### config.mk
export PLATFORM = sky130hd
export DESIGN_NAME = alu_decode_queue_flat
export DESIGN_NICKNAME = d
export VERILOG_FILES = /design/src/rtl/alu_decode_pkg.sv /design/src/rtl/alu_decode_queue_if.sv /design/src/rtl/alu_ctrl_decode.sv /design/src/rtl/alu_decode_queue.sv /design/src/flat_wrapper.sv
export SDC_FILE = /design/constraint.sdc
export NUM_CORES = 1
export LEC_CHECK = 0
export CORE_ASPECT_RATIO = 1.5
export CORE_MARGIN = 10
export CORE_UTILIZATION = 25
export DETAILED_ROUTE_END_ITERATION = 6
export PLACE_DENSITY_LB_ADDON = 0.1
export SLEW_MARGIN = 20
export SYNTH_ARGS = -nofsm -noshare
export SYNTH_HDL_FRONTEND = slang
export SYNTH_HIERARCHICAL = 1
export SYNTH_SLANG_ARGS = --single-unit
### constraint.sdc
create_clock -name clk -period 2.4 [get_ports clk]
set_input_delay 0.48 -clock clk [delete_from_list [all_inputs] [get_ports clk]]
set_output_delay 0.48 -clock clk [all_outputs]
set_load 0.01 [all_outputs]
### src/rtl/alu_decode_pkg.sv
`default_nettype none
// ============================================================================
// Module      : alu_decode_pkg
// Description : Shared opcode/funct7 constants, alu_control encodings and the
//               decoded-entry record for the ALU decode queue.
// Revision    : 1.0 - initial release
// ============================================================================
package alu_decode_pkg;

    localparam logic [6:0] OP_R      = 7'b0110011;
    localparam logic [6:0] OP_IMM    = 7'b0010011;

    localparam logic [6:0] F7_ZERO   = 7'h00;
    localparam logic [6:0] F7_ALT    = 7'h20;

    localparam logic [3:0] ALU_ADD     = 4'b0000;
    localparam logic [3:0] ALU_SUB     = 4'b0001;
    localparam logic [3:0] ALU_SLL     = 4'b0010;
    localparam logic [3:0] ALU_SLT     = 4'b0011;
    localparam logic [3:0] ALU_SLTU    = 4'b0100;
    localparam logic [3:0] ALU_XOR     = 4'b0101;
    localparam logic [3:0] ALU_SRL     = 4'b0110;
    localparam logic [3:0] ALU_SRA     = 4'b0111;
    localparam logic [3:0] ALU_OR      = 4'b1000;
    localparam logic [3:0] ALU_AND     = 4'b1001;
    localparam logic [3:0] ALU_INVALID = 4'b1111;

    // One decoded instruction as held in the output queue. The immediate is
    // kept at 32 bits; the top widens or narrows it to XLEN at the head.
    typedef struct packed {
        logic [3:0]  ctrl;
        logic        illegal;
        logic        is_imm;
        logic [4:0]  rd;
        logic [4:0]  rs1;
        logic [4:0]  rs2;
        logic [31:0] imm;
    } alu_entry_t;

endpackage
`default_nettype wire

### src/rtl/alu_decode_queue_if.sv
`default_nettype none
// ============================================================================
// Module      : alu_decode_queue_if
// Description : Fetch-side and execute-side handshake bundle of the ALU
//               decode queue. slave = the queue, master = its environment.
// Revision    : 1.0 - initial release
// ============================================================================
interface alu_decode_queue_if #(
    parameter int XLEN   = 32,
    parameter int CTRL_W = 4
);
    logic              in_valid;
    logic              in_ready;
    logic [31:0]       in_instr;
    logic              out_valid;
    logic              out_ready;
    logic [CTRL_W-1:0] out_alu_control;
    logic              out_illegal;
    logic              out_is_imm;
    logic [4:0]        out_rd;
    logic [4:0]        out_rs1;
    logic [4:0]        out_rs2;
    logic [XLEN-1:0]   out_imm;

    modport master (
        output in_valid, in_instr, out_ready,
        input  in_ready, out_valid, out_alu_control, out_illegal,
               out_is_imm, out_rd, out_rs1, out_rs2, out_imm
    );

    modport slave (
        input  in_valid, in_instr, out_ready,
        output in_ready, out_valid, out_alu_control, out_illegal,
               out_is_imm, out_rd, out_rs1, out_rs2, out_imm
    );
endinterface
`default_nettype wire

### src/rtl/alu_ctrl_decode.sv
`default_nettype none
// ============================================================================
// Module      : alu_ctrl_decode
// Description : Combinational RV32I ALU-instruction decoder (R-type and
//               I-type ALU) producing one queue entry per instruction.
// Revision    : 1.0 - initial release
// ============================================================================
module alu_ctrl_decode
    import alu_decode_pkg::*;
(
    input  wire logic [31:0] instr,
    output alu_entry_t       entry
);

    logic [6:0] w_opcode;
    logic [2:0] w_funct3;
    logic [6:0] w_funct7;

    assign w_opcode = instr[6:0];
    assign w_funct3 = instr[14:12];
    assign w_funct7 = instr[31:25];

    // Decode opcode/funct3/funct7 into the operation; anything unrecognised
    // keeps the raw register fields and the sign-extended I-immediate.
    always_comb begin
        entry.ctrl    = ALU_INVALID;
        entry.illegal = 1'b1;
        entry.is_imm  = (w_opcode == OP_IMM);
        entry.rd      = instr[11:7];
        entry.rs1     = instr[19:15];
        entry.rs2     = instr[24:20];
        entry.imm     = {{20{instr[31]}}, instr[31:20]};

        if (w_opcode == OP_R) begin
            if (w_funct7 == F7_ZERO) begin
                entry.illegal = 1'b0;
                case (w_funct3)
                    3'b000:  entry.ctrl = ALU_ADD;
                    3'b001:  entry.ctrl = ALU_SLL;
                    3'b010:  entry.ctrl = ALU_SLT;
                    3'b011:  entry.ctrl = ALU_SLTU;
                    3'b100:  entry.ctrl = ALU_XOR;
                    3'b101:  entry.ctrl = ALU_SRL;
                    3'b110:  entry.ctrl = ALU_OR;
                    default: entry.ctrl = ALU_AND;
                endcase
            end else if (w_funct7 == F7_ALT) begin
                if (w_funct3 == 3'b000) begin
                    entry.illegal = 1'b0;
                    entry.ctrl    = ALU_SUB;
                end else if (w_funct3 == 3'b101) begin
                    entry.illegal = 1'b0;
                    entry.ctrl    = ALU_SRA;
                end
            end
        end else if (w_opcode == OP_IMM) begin
            case (w_funct3)
                3'b000: begin entry.illegal = 1'b0; entry.ctrl = ALU_ADD;  end
                3'b010: begin entry.illegal = 1'b0; entry.ctrl = ALU_SLT;  end
                3'b011: begin entry.illegal = 1'b0; entry.ctrl = ALU_SLTU; end
                3'b100: begin entry.illegal = 1'b0; entry.ctrl = ALU_XOR;  end
                3'b110: begin entry.illegal = 1'b0; entry.ctrl = ALU_OR;   end
                3'b111: begin entry.illegal = 1'b0; entry.ctrl = ALU_AND;  end
                3'b001: begin
                    if (w_funct7 == F7_ZERO) begin
                        entry.illegal = 1'b0;
                        entry.ctrl    = ALU_SLL;
                        entry.imm     = {27'd0, instr[24:20]};
                    end
                end
                default: begin
                    if (w_funct7 == F7_ZERO) begin
                        entry.illegal = 1'b0;
                        entry.ctrl    = ALU_SRL;
                        entry.imm     = {27'd0, instr[24:20]};
                    end else if (w_funct7 == F7_ALT) begin
                        entry.illegal = 1'b0;
                        entry.ctrl    = ALU_SRA;
                        entry.imm     = {27'd0, instr[24:20]};
                    end
                end
            endcase
        end
    end

endmodule
`default_nettype wire

### src/rtl/alu_decode_queue.sv
`default_nettype none
// ============================================================================
// Module      : alu_decode_queue
// Description : Registered RV32I ALU decoder feeding a DEPTH-entry FIFO
//               toward execute, with valid/ready handshakes and flush.
//               Optional illegal-instruction counter: ALU_DECODE_ILLEGAL_CNT_EN
// Revision    : 1.0 - initial release
// ============================================================================
module alu_decode_queue
    import alu_decode_pkg::*;
#(
    parameter int XLEN   = 32,
    parameter int DEPTH  = 4,
    parameter int CTRL_W = 4
) (
    input  wire logic        clk,
    input  wire logic        rst,
    input  wire logic        flush,
`ifdef ALU_DECODE_ILLEGAL_CNT_EN
    output logic [15:0]      illegal_count,
`endif
    alu_decode_queue_if.slave bus
);

    localparam int              AW     = $clog2(DEPTH);
    localparam logic [AW:0]     c_FULL = (AW+1)'(DEPTH);

    alu_entry_t            w_entry;
    alu_entry_t            w_head;
    logic [XLEN-1:0]       w_head_imm;
    logic                  w_push;
    logic                  w_pop;
    logic                  w_out_valid;

    alu_entry_t            r_mem [DEPTH];
    logic [AW-1:0]         r_wr_ptr;
    logic [AW-1:0]         r_rd_ptr;
    logic [AW:0]           r_count;

    alu_ctrl_decode u_decode (
        .instr (bus.in_instr),
        .entry (w_entry)
    );

    assign w_out_valid  = (r_count != '0);
    assign bus.in_ready = (r_count != c_FULL);
    assign w_push       = bus.in_valid && bus.in_ready;
    assign w_pop        = w_out_valid && bus.out_ready;

    // Pointer and occupancy bookkeeping; flush discards any same-cycle push/pop.
    always_ff @(posedge clk) begin
        if (rst || flush) begin
            r_wr_ptr <= '0;
            r_rd_ptr <= '0;
            r_count  <= '0;
        end else begin
            if (w_push) r_wr_ptr <= r_wr_ptr + 1'b1;
            if (w_pop)  r_rd_ptr <= r_rd_ptr + 1'b1;
            case ({w_push, w_pop})
                2'b10:   r_count <= r_count + 1'b1;
                2'b01:   r_count <= r_count - 1'b1;
                default: r_count <= r_count;
            endcase
        end
    end

    // Entry storage carries no reset; only the occupancy state is cleared.
    always_ff @(posedge clk) begin
        if (w_push && !rst && !flush) begin
            r_mem[r_wr_ptr] <= w_entry;
        end
    end

    assign w_head = r_mem[r_rd_ptr];

    generate
        if (XLEN > 32) begin : g_imm_wide
            assign w_head_imm = {{(XLEN-32){w_head.imm[31]}}, w_head.imm};
        end else begin : g_imm_narrow
            assign w_head_imm = w_head.imm[XLEN-1:0];
        end
    endgenerate

    // Head fields fall back to their reset values whenever the queue is empty.
    assign bus.out_valid       = w_out_valid;
    assign bus.out_alu_control = (!w_out_valid || w_head.illegal) ? '1 : CTRL_W'(w_head.ctrl);
    assign bus.out_illegal     = w_out_valid ? w_head.illegal : 1'b0;
    assign bus.out_is_imm      = w_out_valid ? w_head.is_imm  : 1'b0;
    assign bus.out_rd          = w_out_valid ? w_head.rd      : 5'd0;
    assign bus.out_rs1         = w_out_valid ? w_head.rs1     : 5'd0;
    assign bus.out_rs2         = w_out_valid ? w_head.rs2     : 5'd0;
    assign bus.out_imm         = w_out_valid ? w_head_imm     : '0;

`ifdef ALU_DECODE_ILLEGAL_CNT_EN
    logic [15:0] r_illegal_count;

    // Saturating count of illegal instructions actually accepted; survives flush.
    always_ff @(posedge clk) begin
        if (rst) begin
            r_illegal_count <= '0;
        end else if (w_push && !flush && w_entry.illegal && (r_illegal_count != 16'hFFFF)) begin
            r_illegal_count <= r_illegal_count + 16'd1;
        end
    end

    assign illegal_count = r_illegal_count;
`endif

endmodule
`default_nettype wire

### src/flat_wrapper.sv
// flat-port wrapper written by rule: the top's interface ports become plain ports
module alu_decode_queue_flat import alu_decode_pkg::*;
#(
    parameter int XLEN   = 32,
    parameter int DEPTH  = 4,
    parameter int CTRL_W = 4
)
  (clk, rst, flush, bus_in_valid, bus_in_instr, bus_out_ready, bus_in_ready, bus_out_valid, bus_out_alu_control, bus_out_illegal, bus_out_is_imm, bus_out_rd, bus_out_rs1, bus_out_rs2, bus_out_imm);
  alu_decode_queue_if #(.XLEN(XLEN), .CTRL_W(CTRL_W)) bus_i ();
  input  wire logic clk;
  input  wire logic rst;
  input  wire logic flush;
  input wire logic [$bits(bus_i.in_valid)-1:0] bus_in_valid;
  input wire logic [$bits(bus_i.in_instr)-1:0] bus_in_instr;
  input wire logic [$bits(bus_i.out_ready)-1:0] bus_out_ready;
  output wire logic [$bits(bus_i.in_ready)-1:0] bus_in_ready;
  output wire logic [$bits(bus_i.out_valid)-1:0] bus_out_valid;
  output wire logic [$bits(bus_i.out_alu_control)-1:0] bus_out_alu_control;
  output wire logic [$bits(bus_i.out_illegal)-1:0] bus_out_illegal;
  output wire logic [$bits(bus_i.out_is_imm)-1:0] bus_out_is_imm;
  output wire logic [$bits(bus_i.out_rd)-1:0] bus_out_rd;
  output wire logic [$bits(bus_i.out_rs1)-1:0] bus_out_rs1;
  output wire logic [$bits(bus_i.out_rs2)-1:0] bus_out_rs2;
  output wire logic [$bits(bus_i.out_imm)-1:0] bus_out_imm;
  assign bus_i.in_valid = bus_in_valid;
  assign bus_i.in_instr = bus_in_instr;
  assign bus_i.out_ready = bus_out_ready;
  assign bus_in_ready = bus_i.in_ready;
  assign bus_out_valid = bus_i.out_valid;
  assign bus_out_alu_control = bus_i.out_alu_control;
  assign bus_out_illegal = bus_i.out_illegal;
  assign bus_out_is_imm = bus_i.out_is_imm;
  assign bus_out_rd = bus_i.out_rd;
  assign bus_out_rs1 = bus_i.out_rs1;
  assign bus_out_rs2 = bus_i.out_rs2;
  assign bus_out_imm = bus_i.out_imm;
  alu_decode_queue #(.XLEN(XLEN), .DEPTH(DEPTH), .CTRL_W(CTRL_W)) u_core (.clk(clk), .rst(rst), .flush(flush), .bus(bus_i));
endmodule
==> flow_metrics.env <==
export IMPL_outcome="finished, violations left"
export IMPL_violations="setup timing"
export IMPL_switching_share=0.2056
export IMPL_hold_path_class="flip-flop to flip-flop"
export IMPL_max_cap_violations=0
export IMPL_antenna_cells=0
export IMPL_grt_pass1_vias=5240
export IMPL_gr_usage_met2=0.1945
export IMPL_vias=4597
export IMPL_period_needed_ns=2.498
export IMPL_port_buffers=91
export IMPL_syn_area_per_cell_um2=18.71
export IMPL_cp_max_fo=8
export IMPL_cts_hold_buffers_added=0
export IMPL_r2r_end="u_core/r_count[2]$_SDFFE_PP0P_"
export IMPL_yosysWarningCount=6
export IMPL_tightest_slew_ns=0.7605
export IMPL_r2r_start="u_core/r_count[0]$_SDFFE_PP0P_"
export IMPL_drc=0
export IMPL_antenna_found_initial=1
export IMPL_initial_core_util=0.2526
export IMPL_final_antenna_net_count=0
export IMPL_finalWorstSetupSlack_ns=-0.09788
export IMPL_h_tree_depth=1
export IMPL_cp_required_ns=1.92
export IMPL_overflow=0
export IMPL_fin_area_um2=12030
export IMPL_nets=637
export IMPL_grt_max_degree=85
export IMPL_die_area_um2=44390
export IMPL_cts_root_buffer="clkbuf_16"
export IMPL_internal_power_uw=7046
export IMPL_finalCritPeriodShare=1.041
export IMPL_design_core_area_um2=35840
export IMPL_pin_count=92
export IMPL_syn2layout_area_growth_pct=32.87
export IMPL_fmax_mhz=400.3
export IMPL_critPathCapture="bus_out_imm[22]"
export IMPL_clkLatencyLatePin_ns=0.52
export IMPL_clock_sinks=221
export IMPL_die_h_um=253.1
export IMPL_arrival_ns=2.02
export IMPL_ys_seq_area_frac=0.7230
export IMPL_power_switching_uw=1824
export IMPL_grt_use_total=0.1001
export IMPL_start_kind="flip-flop"
export IMPL_maxSlewHeadroom=0.4930
export IMPL_grt_pass1_wl_mm=33.27
export IMPL_dpl_hpwl_mm=13.62
export IMPL_synthesis_area_um2=9055
export IMPL_criticalPathCategory="flip-flop to output pin"
export IMPL_rr_worst_depth=9
export IMPL_leakagePower_uw=0.004041
export IMPL_place_area_um2=10600
export IMPL_cts_made_buffers=24
export IMPL_reg2reg_slack_ns=0.13
export IMPL_clkPwrFrac=0.443
export IMPL_seqPwrFrac=0.482
export IMPL_synth_edf_count=212
export IMPL_wirelength_mm=22.35
export IMPL_powerDensity_nw_per_um2=737.2
export IMPL_tritoncts="built"
export IMPL_clock_skew_final_ns=0.009655
export IMPL_ys_flop_type="edfxtp_1"
export IMPL_dr_pass1_iters=4
export IMPL_maxSlewViolCount=0
export IMPL_die_width_um=175.4
export IMPL_synthDistinctLibCells=41
export IMPL_routedWlPerCell_um=20.50
export IMPL_syn_nets=527
export IMPL_end_kind="output pin"
export IMPL_drt_initial_drc_count=156
export IMPL_place_congestion=0.7286
export IMPL_grt_use_met3=0.01834
export IMPL_fp_row_count=85
export IMPL_clk_path_buf_depth=3
export IMPL_finalPower_uw=8870
export IMPL_max_vdd_ir_drop_uv=545.4
export IMPL_combPwrFrac=0.075
export IMPL_setup_viol_count_final=42
export IMPL_drive_gt1_frac=0.4167
export IMPL_synth_seq_cells=221
export IMPL_synthCells=484
export IMPL_hp_start="u_core/r_wr_ptr[0]$_SDFFE_PP0P_"
export IMPL_finish_utilization=0.3357
export IMPL_grt_use_met1=0.1050
export IMPL_hold_viol_final=0
export IMPL_grt_busiest_layer="met2"
export IMPL_rsz0062_at_grt="true"
export IMPL_clkSlewWorstSetupHoldPaths_ns=0.06
export IMPL_via_per_inst=4.217
export IMPL_async_flop_share=0
==> registers in the layout, summed over array words and instances, names as in the netlist, named ones only <==
signal	count
u_core/r_rd_ptr	2
u_core/r_mem	212
u_core/r_wr_ptr	2
u_core/r_count	3
==> per-stage QoR <==
| stage | std cells | worst slack [ns] | hold slack [ns] | TNS (ns) |
|---|---|---|---|---|
| after floorplan | 484 | 0.04549 | 0.4591 | 0 |
| after global placement | 1023 | -0.01386 | 0.4808 | -0.01386 |
| after detailed placement | 1023 | -0.06223 | 0.5005 | -0.1543 |
| after CTS | 1089 | -0.1440 | 0.5087 | -4.118 |
| after global routing | 1090 | -0.1757 | 0.5394 | -5.371 |
| final | 1090 | -0.09788 | 0.5017 | -1.430 |
==> worst max-delay path, cell delays in order, from the launching register on <==
cell and delay [ns]:
dfxtp_4 0.39, buf_8 0.15, buf_12 0.15, mux4_2 0.53, nor2b_1 0.15, buf_2 0.13
==> logic make-up after synthesis <==
group	count (synthesis)	synth area share
buffers and inverters	78	0.05375
multiplexers	55	0.1273
adder cells (fa/ha/maj)	6	0.009120
flip-flops	221	0.7230
AO/OA/AOI/OAI	29	0.02211
AND/OR/NAND/NOR	92	0.06190
XOR/XNOR	3	0.002902
==> synth_stat cells, types with 2 or more instances <==
library cell / number / area share
nor2_1: 12 / 0.0050
or3_1: 2 / 0.0014
buf_4: 43 / 0.036
xor2_1: 2 / 0.0019
nand3b_1: 2 / 0.0017
ha_1: 5 / 0.0069
inv_1: 8 / 0.0033
a32oi_1: 4 / 0.0039
buf_2: 8 / 0.0044
edfxtp_1: 212 / 0.70
buf_6: 3 / 0.0037
and3_1: 4 / 0.0028
dfxtp_1: 9 / 0.020
mux4_2: 48 / 0.12
clkbuf_1: 16 / 0.0066
o21ai_0: 5 / 0.0028
a21oi_1: 6 / 0.0033
nand2_1: 8 / 0.0033
nor2b_1: 55 / 0.038
a31oi_1: 2 / 0.0014
mux2i_1: 6 / 0.0066
a211oi_1: 5 / 0.0041
==> timing repair <==
action | in CTS | in global routing
pin swaps | 4 | 2
setup buffers | 19 | 2
resized for setup | 297 | 46
gates cloned | 4 | 0
setup endpoints to repair | 55 | 52
endpoints found under the hold margin | 0 | 0
==> power groups by stage <==
stage | combinational [uW] | clock, uW | sequential [uW]
after detailed placement | 559 | 0 | 4360
after floorplan | 287 | 0 | 4350
after global placement | 553 | 0 | 4360
final | 668 | 3930 | 4280
after global routing | 726 | 4220 | 4280
after CTS | 647 | 4080 | 4270
==> how the worst min path moves through the flow <==
| stage | end | slack (ns) | depth (start not counted) |
|---|---|---|---|
| 2_1_floorplan | flip-flop | 0.46 | 2 |
| 3_3_place_gp | u_core/r_rd_ptr[0]$_SDFFE_PP0P_ | 0.48 | 2 |
| 3_5_place_dp | u_core/r_wr_ptr[0]$_SDFFE_PP0P_ | 0.50 | 2 |
| 4_1_cts | u_core/r_wr_ptr[0]$_SDFFE_PP0P_ | 0.51 | 2 |
| 5_1_grt | u_core/r_wr_ptr[0]$_SDFFE_PP0P_ | 0.54 | 2 |
| 6_report | u_core/r_wr_ptr[0]$_SDFFE_PP0P_ | 0.50 | 2 |
==> per-layer routing <==
metal / routed length (um) / share of wire
met1: 8289 / 0.37
met2: 12700 / 0.57
met3: 938 / 0.042
met4: 418 / 0.019
met5: 0 / 0
==> area by class of cell <==
cell class                 instances  area, um^2
clock buffer                      28       636.9
tap                              478       598.1
timing repair buffer             154        1674
fill                            3442       23810
inverter                           8       30.03
clock inverter                    16       211.5
multi-input combinational        185        2326
sequential                       221        6555
==> cells in the final DEF, fill, tap and decap left out, types with 3 or more instances in the layout <==
cell type,n
nor2_1,11
edfxtp_1,212
buf_8,3
buf_6,38
clkbuf_1,3
clkinv_1,3
a21oi_1,6
clkdlybuf4s50_1,35
o21ai_0,5
a32oi_1,3
buf_2,21
buf_16,4
ha_1,5
mux2i_1,5
mux4_2,48
and3_2,4
bufinv_16,5
inv_1,8
clkinv_2,5
nor2b_1,22
clkbuf_16,25
a211oi_2,3
dfxtp_1,6
nand2_1,8
buf_12,17
buf_4,32
nor2b_4,33
Note: power is estimated with default switching activity, not from simulation.
